**src/rtl/fcn_pkg.sv**
```systemverilog
// fcn_pkg: shared defaults, FSM states and saturation helpers for the MLP engine
package fcn_pkg;

    localparam int IN1_N_DEF  = 132;
    localparam int HID_N_DEF  = 10;
    localparam int OUT_N_DEF  = 2;
    localparam int NUM_PE_DEF = 4;
    localparam int ACC_W_DEF  = 24;

    typedef enum logic [2:0] {IDLE, CLEAR, STREAM, REDUCE, FC2, FIN} state_t;

    function automatic logic [7:0] sat_u8(input logic [63:0] v);
        return (v > 64'd255) ? 8'd255 : v[7:0];
    endfunction

    function automatic logic signed [63:0] sat_s(input logic signed [63:0] v, input int w);
        logic signed [63:0] mx;
        mx = (64'sd1 <<< (w - 1)) - 64'sd1;
        return (v > mx) ? mx : (v < -mx - 64'sd1) ? -mx - 64'sd1 : v;
    endfunction

endpackage

```
**src/rtl/pe_mac.sv**
```systemverilog
// pe_mac: one FC1 lane, signed weight times unsigned feature into a wrapping accumulator
module pe_mac import fcn_pkg::*; #(
    parameter int ACC_W = ACC_W_DEF
) (
    input  logic             clk,
    input  logic             rst_n,
    input  logic             clr,
    input  logic             en,
    input  logic [7:0]       w,
    input  logic [7:0]       x,
    output logic [ACC_W-1:0] acc
);

    logic [ACC_W-1:0] acc_q, acc_d;

    // clear wins over accumulate; feature is zero-extended so it stays unsigned
    always_comb acc_d = clr ? '0 : en ? acc_q + ACC_W'($signed(w) * $signed({1'b0, x})) : acc_q;

    // lane accumulator register
    always_ff @(posedge clk) acc_q <= rst_n ? acc_d : '0;

    assign acc = acc_q;

endmodule

```
**src/rtl/fcn_mlp_engine.sv**
```systemverilog
// fcn_mlp_engine: two-layer FC classifier head with streamed FC1 weights and argmax
module fcn_mlp_engine import fcn_pkg::*; #(
    parameter int IN1_N  = IN1_N_DEF,
    parameter int HID_N  = HID_N_DEF,
    parameter int OUT_N  = OUT_N_DEF,
    parameter int NUM_PE = NUM_PE_DEF,
    parameter int ACC_W  = ACC_W_DEF,
    localparam int CW    = OUT_N > 1 ? $clog2(OUT_N) : 1
) (
    input  logic                               clk,
    input  logic                               rst_n,
    input  logic [IN1_N-1:0][7:0]              in_vec,
    input  logic [NUM_PE-1:0][7:0]             w_data,
    input  logic                               w_valid,
    output logic                               w_ready,
    input  logic [HID_N-1:0][ACC_W-1:0]        fc1_bias,
    input  logic [4:0]                         cfg_shift,
    input  logic [OUT_N-1:0][HID_N-1:0][7:0]   fc2_w,
    input  logic                               start,
    output logic                               busy,
    output logic                               done,
    output logic [OUT_N-1:0][ACC_W-1:0]        logits,
    output logic [CW-1:0]                      class_idx
);

    localparam int B  = (IN1_N + NUM_PE - 1) / NUM_PE;
    localparam int BW = B > 1 ? $clog2(B) : 1;
    localparam int NW = HID_N > 1 ? $clog2(HID_N) : 1;
    localparam int XW = IN1_N > 1 ? $clog2(IN1_N) : 1;
    localparam int SW = ACC_W + $clog2(NUM_PE) + 1;
    localparam int FW = ACC_W + 16;

    state_t                      state_q, state_d;
    logic [BW-1:0]               beat_q, beat_d;
    logic [NW-1:0]               n_q, n_d, k_q, k_d;
    logic [4:0]                  shift_q, shift_d;
    logic [7:0]                  hid_q [HID_N];
    logic [7:0]                  hid_d [HID_N];
    logic signed [FW-1:0]        acc2_q [OUT_N];
    logic signed [FW-1:0]        acc2_d [OUT_N];
    logic signed [FW-1:0]        sum2 [OUT_N];
    logic [OUT_N-1:0][ACC_W-1:0] logits_q, logits_d, lg;
    logic [CW-1:0]               cls_q, cls_d, best;
    logic [ACC_W-1:0]            lane_acc [NUM_PE];
    logic [7:0]                  lane_x [NUM_PE];
    logic signed [SW-1:0]        s;
    logic [63:0]                 t;

    assign w_ready   = state_q == STREAM;
    assign busy      = state_q != IDLE && state_q != FIN;
    assign done      = state_q == FIN;
    assign logits    = logits_q;
    assign class_idx = cls_q;

    // feature window for the current beat; lanes past the input length see zero
    always_comb
        for (int p = 0; p < NUM_PE; p++)
            lane_x[p] = (int'(beat_q) * NUM_PE + p < IN1_N) ? in_vec[XW'(int'(beat_q) * NUM_PE + p)] : 8'd0;

    for (genvar p = 0; p < NUM_PE; p++) begin : g_lane
        pe_mac #(.ACC_W(ACC_W)) u_mac (
            .clk   (clk),
            .rst_n (rst_n),
            .clr   (state_q == CLEAR),
            .en    (w_ready && w_valid),
            .w     (w_data[p]),
            .x     (lane_x[p]),
            .acc   (lane_acc[p])
        );
    end

    // lane reduction plus bias, then ReLU and round-half-up right shift
    always_comb begin
        s = SW'($signed(fc1_bias[n_q]));
        for (int p = 0; p < NUM_PE; p++) s = s + SW'($signed(lane_acc[p]));
        t = s[SW-1] ? '0 : (64'(s) + ((64'd1 << shift_q) >> 1)) >> shift_q;
    end

    // FC2 step for all logits at once, saturated candidates and lowest-index argmax
    always_comb begin
        best = '0;
        for (int o = 0; o < OUT_N; o++) begin
            sum2[o] = acc2_q[o] + FW'($signed(fc2_w[o][k_q]) * $signed({1'b0, hid_q[k_q]}));
            lg[o]   = ACC_W'(sat_s(64'(sum2[o]), ACC_W));
        end
        for (int o = 1; o < OUT_N; o++) if ($signed(lg[o]) > $signed(lg[best])) best = CW'(o);
    end

    // sequencing: per-neuron clear/stream/reduce, then FC2 and a single finish cycle
    always_comb begin
        state_d  = state_q;
        beat_d   = beat_q;
        n_d      = n_q;
        k_d      = k_q;
        shift_d  = shift_q;
        hid_d    = hid_q;
        acc2_d   = acc2_q;
        logits_d = logits_q;
        cls_d    = cls_q;
        case (state_q)
            IDLE: if (start) begin
                state_d = CLEAR;
                shift_d = cfg_shift;
                beat_d  = '0;
                n_d     = '0;
                k_d     = '0;
            end
            CLEAR: state_d = STREAM;
            STREAM: if (w_valid) begin
                beat_d  = beat_q == BW'(B - 1) ? '0 : beat_q + 1'b1;
                state_d = beat_q == BW'(B - 1) ? REDUCE : STREAM;
            end
            REDUCE: begin
                hid_d[n_q] = sat_u8(t);
                k_d        = '0;
                n_d        = n_q == NW'(HID_N - 1) ? n_q : n_q + 1'b1;
                state_d    = n_q == NW'(HID_N - 1) ? FC2 : CLEAR;
                if (n_q == NW'(HID_N - 1)) acc2_d = '{default: '0};
            end
            FC2: begin
                acc2_d = sum2;
                k_d    = k_q + 1'b1;
                if (k_q == NW'(HID_N - 1)) begin
                    state_d  = FIN;
                    logits_d = lg;
                    cls_d    = best;
                end
            end
            FIN:     state_d = IDLE;
            default: state_d = IDLE;
        endcase
    end

    // state and datapath registers
    always_ff @(posedge clk) begin
        if (!rst_n) begin
            state_q  <= IDLE;
            beat_q   <= '0;
            n_q      <= '0;
            k_q      <= '0;
            shift_q  <= '0;
            hid_q    <= '{default: '0};
            acc2_q   <= '{default: '0};
            logits_q <= '0;
            cls_q    <= '0;
        end else begin
            state_q  <= state_d;
            beat_q   <= beat_d;
            n_q      <= n_d;
            k_q      <= k_d;
            shift_q  <= shift_d;
            hid_q    <= hid_d;
            acc2_q   <= acc2_d;
            logits_q <= logits_d;
            cls_q    <= cls_d;
        end
    end

endmodule

```
**config.mk**
```make
export PLATFORM = sky130hd
export DESIGN_NAME = fcn_mlp_engine
export DESIGN_NICKNAME = d
export VERILOG_FILES = /design/src/rtl/fcn_pkg.sv /design/src/rtl/pe_mac.sv /design/src/rtl/fcn_mlp_engine.sv
export SDC_FILE = /design/constraint.sdc
export NUM_CORES = 2
export LEC_CHECK = 0
export CAP_MARGIN = 30
export CELL_PAD_IN_SITES_DETAIL_PLACEMENT = 0
export CELL_PAD_IN_SITES_GLOBAL_PLACEMENT = 1
export CORE_AREA = 3 3 605 607
export DETAILED_ROUTE_END_ITERATION = 12
export DIE_AREA = 0 0 608 610
export HOLD_SLACK_MARGIN = 0.15
export PLACE_DENSITY = 0.51
export RECOVER_POWER = 50
export SKIP_LAST_GASP = 1
export SLEW_MARGIN = 20
export SYNTH_ARGS = -nofsm -noshare
export SYNTH_HDL_FRONTEND = slang
export SYNTH_HIERARCHICAL = 1
export SYNTH_SLANG_ARGS = --single-unit
```
**constraint.sdc**
```tcl
create_clock -name clk -period 15.3 [get_ports clk]
set_input_delay 1.53 -clock clk [delete_from_list [all_inputs] [get_ports clk]]
set_output_delay 1.53 -clock clk [all_outputs]
set_load 0.01 [all_outputs]
```
==> parameters.txt <==
Parameter                              Value

Drt
  Violation count after the first detailed-routing iteration ... 3572
  Highest layer used for signal routing ... met5
  Metal3 WL ... between 15 and 20 mm
  Detailed-routing wirelength on met1 ... between 100 and 150 mm
  Via count ... ~54000
  Per-cell routed wire length ... 28.47 um
  Detailed-router iteration count before antenna repair ... 7
  ANT nets after route ... 0
  Number of design rule violations left after detail routing ... 0
  Routed vias/inst ... 4.364
  Routed wire length on met2 ... about 190 mm
  Post-detailed-routing wire length ... 353.1 mm

Final layout
  Final instance count without filler cells ... 12400
  Layout Cell Area excl Fill ... 78260 um2
  Most common cell after layout, fill and taps aside ... clkdlybuf4s50_1
  Layout cell share with drive strength beyond 1 ... between 10% and 20%
  Nets ... 9901
  Area of combinational cells with multiple inputs ... 45120 um2
  Area grow syn2layout ... 42.18%
  Most used cells in the layout excluding fill and tap cells ... clkdlybuf4s50_1 (1494), ha_1 (644), inv_1 (571)
  FF+latch area ... 6578 um2
  Fillcell total ... approximately 40000

Setup path
  Max stage delay on crit path ... 0.94 ns
  Worst setup path category ... in2reg
  Crit-path most repeated cell ... a21oi_1
  Largest fanout of any net on the critical path ... 31
  Length in cells of the worst reg-to-reg path ... 29
  Critical Path Source Type ... input pin
  Arrival time of the worst setup path ... 13.24 ns
  Critical Path Sink Type ... flop
  Worst Path Required ... ~16 ns
  Standard cell with the maximum stage delay on the critical path ... a2111oi_0

Synth
  Post-synth EDFFs ... 0
  Combined area of all synthesized cells ... roughly 55000 um2
  Portion of synthesized cell area occupied by the leading cell type ... 17.23%
  Area contributors post-synth ... mux4_2 (17%), ha_1 (15%), fa_1 (12%)
  Cell taking the most area after synthesis ... mux4_2
  Main flop type after synthesis ... dfxtp_1
  Post-synth net total ... ~8500
  Sequential area share after synthesis ... 11.89%
  Per-instance average area after synthesis ... 9.127 um2
  Synthesized instance count ... about 6000
  Number of warning messages in the yosys log ... 6
  Post-synthesis async set-or-reset flop share ... 0%
  Number of storage elements in the synthesis netlist ... 327
  Number of distinct library cells after synthesis ... 103

Floorplanning
  Core Rows ... 221
  I/O Pins ... 1549
  Chip Height ... 610 um
  Floorplan die area ... 370900 um2
  Starting utilization of the core area ... roughly 15%
  Die X-Extent ... 608 um
  Area of the placeable core ... 361700 um2

Clock network
  Worst-Skew Late Latency ... 0.65 ns
  Number of buffers created by CTS ... 47
  Post-CTS Setup Bufs ... 0
  Count of cells resized by post-cts repair ... 0
  Root cell of the clock tree ... clkbuf_16
  Number of buffers on the longest clock path ... 3
  Number of H-tree levels ... 2
  TritonCTS clock tree ... done
  Clock sink count ... 327
  Clock input transition at the sequential cells of the worst setup and hold paths ... 0.06 ns
  Post-CTS Hold Buffers ... 0

Power and ir drop
  Static Leakage ... 31.31 nW
  PnR Total Power ... 7.903 mW
  Worst voltage drop across the vdd grid ... 0.1050 mV
  Power density over cell area ... 101.0 nW/um2

Hold path
  Class of the most critical hold timing path ... reg2reg
  Hold Path Cell Cnt ... 2

Global routing
  Residual overflow from global routing ... 0
  Total track usage ... 18.41%
  Antenna violations before repair ... 183
  Maximum number of pins on one net before global-route repair ... about 110
  Wire length of the first global-routing pass ... about 480 mm
  Number of global-route vias before repair ... 55920

Place
  Detail Placement HPWL ... 312.2 mm
  Number of I/O port buffers ... approximately 1500
  Pre-CTS setup slack ... 2.718 ns
  Final weighted congestion in routability-driven placement ... 0.9902
  Post-DP Area ... 76430 um2
  DP Cell Count ... 12170

STA
  Transition time of the tightest slew-check pin ... 4.976 ns
  Setup repair after global routing missed its margin ... no
  Clock period minus final worst setup slack ... 12.68 ns
  Slew headroom ... -231.8%
  Final Setup Violations ... 0
  Final Hold Viols ... 0
  Final setup margin ... between 2 and 3 ns
  Achievable Freq ... 78.87 MHz
  Final clock skew ... 0.03820 ns
  Number of pins exceeding their max-slew limit in the final report ... 313
  Final critical-path share of the clock period ... 82.87%
  Sum of negative setup slack ... 0 ns

Run
  Number of max-cap violations ... 7

Status
  Failing checks ... capacitance limit, slew limit
  Outcome ... finished with violations
## final cells by class
| type | instances | area share (%) |
|---|---|---|
| tap | 4794 | 7.664 |
| clock inverter | 20 | 0.3085 |
| inverter | 579 | 2.779 |
| clock buffer | 66 | 1.699 |
| antenna | 141 | 0.4508 |
| timing repair buffer | 1672 | 21.05 |
| sequential | 327 | 8.404 |
| multi-input combinational | 4803 | 57.65 |
## cell families (layout without fill, tap and decap cells)
| logic type | count (synthesis) | in the layout | synth area share [%] |
|---|---|---|---|
| buffers and inverters | 901 | 2337 | 6.203 |
| DFF | 327 | 327 | 11.89 |
| and+or+nand+nor | 1667 | 1667 | 14.78 |
| xor gates and xnor gates | 207 | 207 | 3.307 |
| AOI/OAI and AO/OA | 1336 | 1336 | 16.27 |
| other | 0 | 141 | 0 |
| muxes | 619 | 619 | 20.91 |
| adders and majority gates | 974 | 974 | 26.64 |
## synth_stat cells, types with 72 or more instances
master and count:
mux2i_1 163, nor2_1 414, buf_1 72, inv_1 572, a21o_1 103, nand2_1 413
ha_1 644, o21ai_0 275, nor3_1 115, fa_1 330, dfxtp_1 327, mux4_2 421
xor2_1 84, xnor2_1 122, nand3_1 177, and2_1 225, clkbuf_1 229, a21oi_1 324
## state kept, by name, indices dropped and copies added (netlist names)
name	cells
g_lane.u_mac/acc	96
class_idx	1
state_q	3
n_q	4
k_q	4
beat_q	6
acc2_q	80
shift_q	5
hid_q	80
logits	48
## report_power, final
| part | total, mW | internal (mW) | switching (mW) |
|---|---|---|---|
| registers | 0.937 | 0.876 | 0.0607 |
| clock network | 1.14 | 0.662 | 0.474 |
| logic | 5.83 | 2.47 | 3.36 |
## worst paths after layout
path	slack (ns)	from	end
worst min register to register	0.48	acc2_q[53]	acc2_q[53]
worst min-delay path	0.48	acc2_q[53]	acc2_q[53]
worst max register to register	2.73	beat_q[0]	g_lane[1].u_mac/acc[23]
worst max-delay path	2.62	fc2_w[28]	class_idx
## critical path: cells and delay by family
kind	cells	cell delay, ns
AOI/OAI and AO/OA	19	5.38
adders and majority gates	7	3.16
and+or+nand+nor	8	1.26
buffers and inverters	4	1.05
muxes	1	0.59
xor gates and xnor gates	1	0.24
## metal layers
layer	vias to the layer above	global-route usage, %
met4	70	7.367
met3	455	3.311
met2	1783	34.77
met5	-	0
met1	26880	20.11
li1	24940	-
## through the flow
| stage | utilization, % | hold slack [ns] |
|---|---|---|
| finish | 21.64 | 0.4828 |
| global route | 21.62 | 0.5027 |
| floorplan | - | 0.4545 |
| global placement | 21.09 | 0.4681 |
| CTS | 21.57 | 0.4800 |
| detailed placement | 21.13 | 0.4718 |
Power figures use the tool's default switching activity.
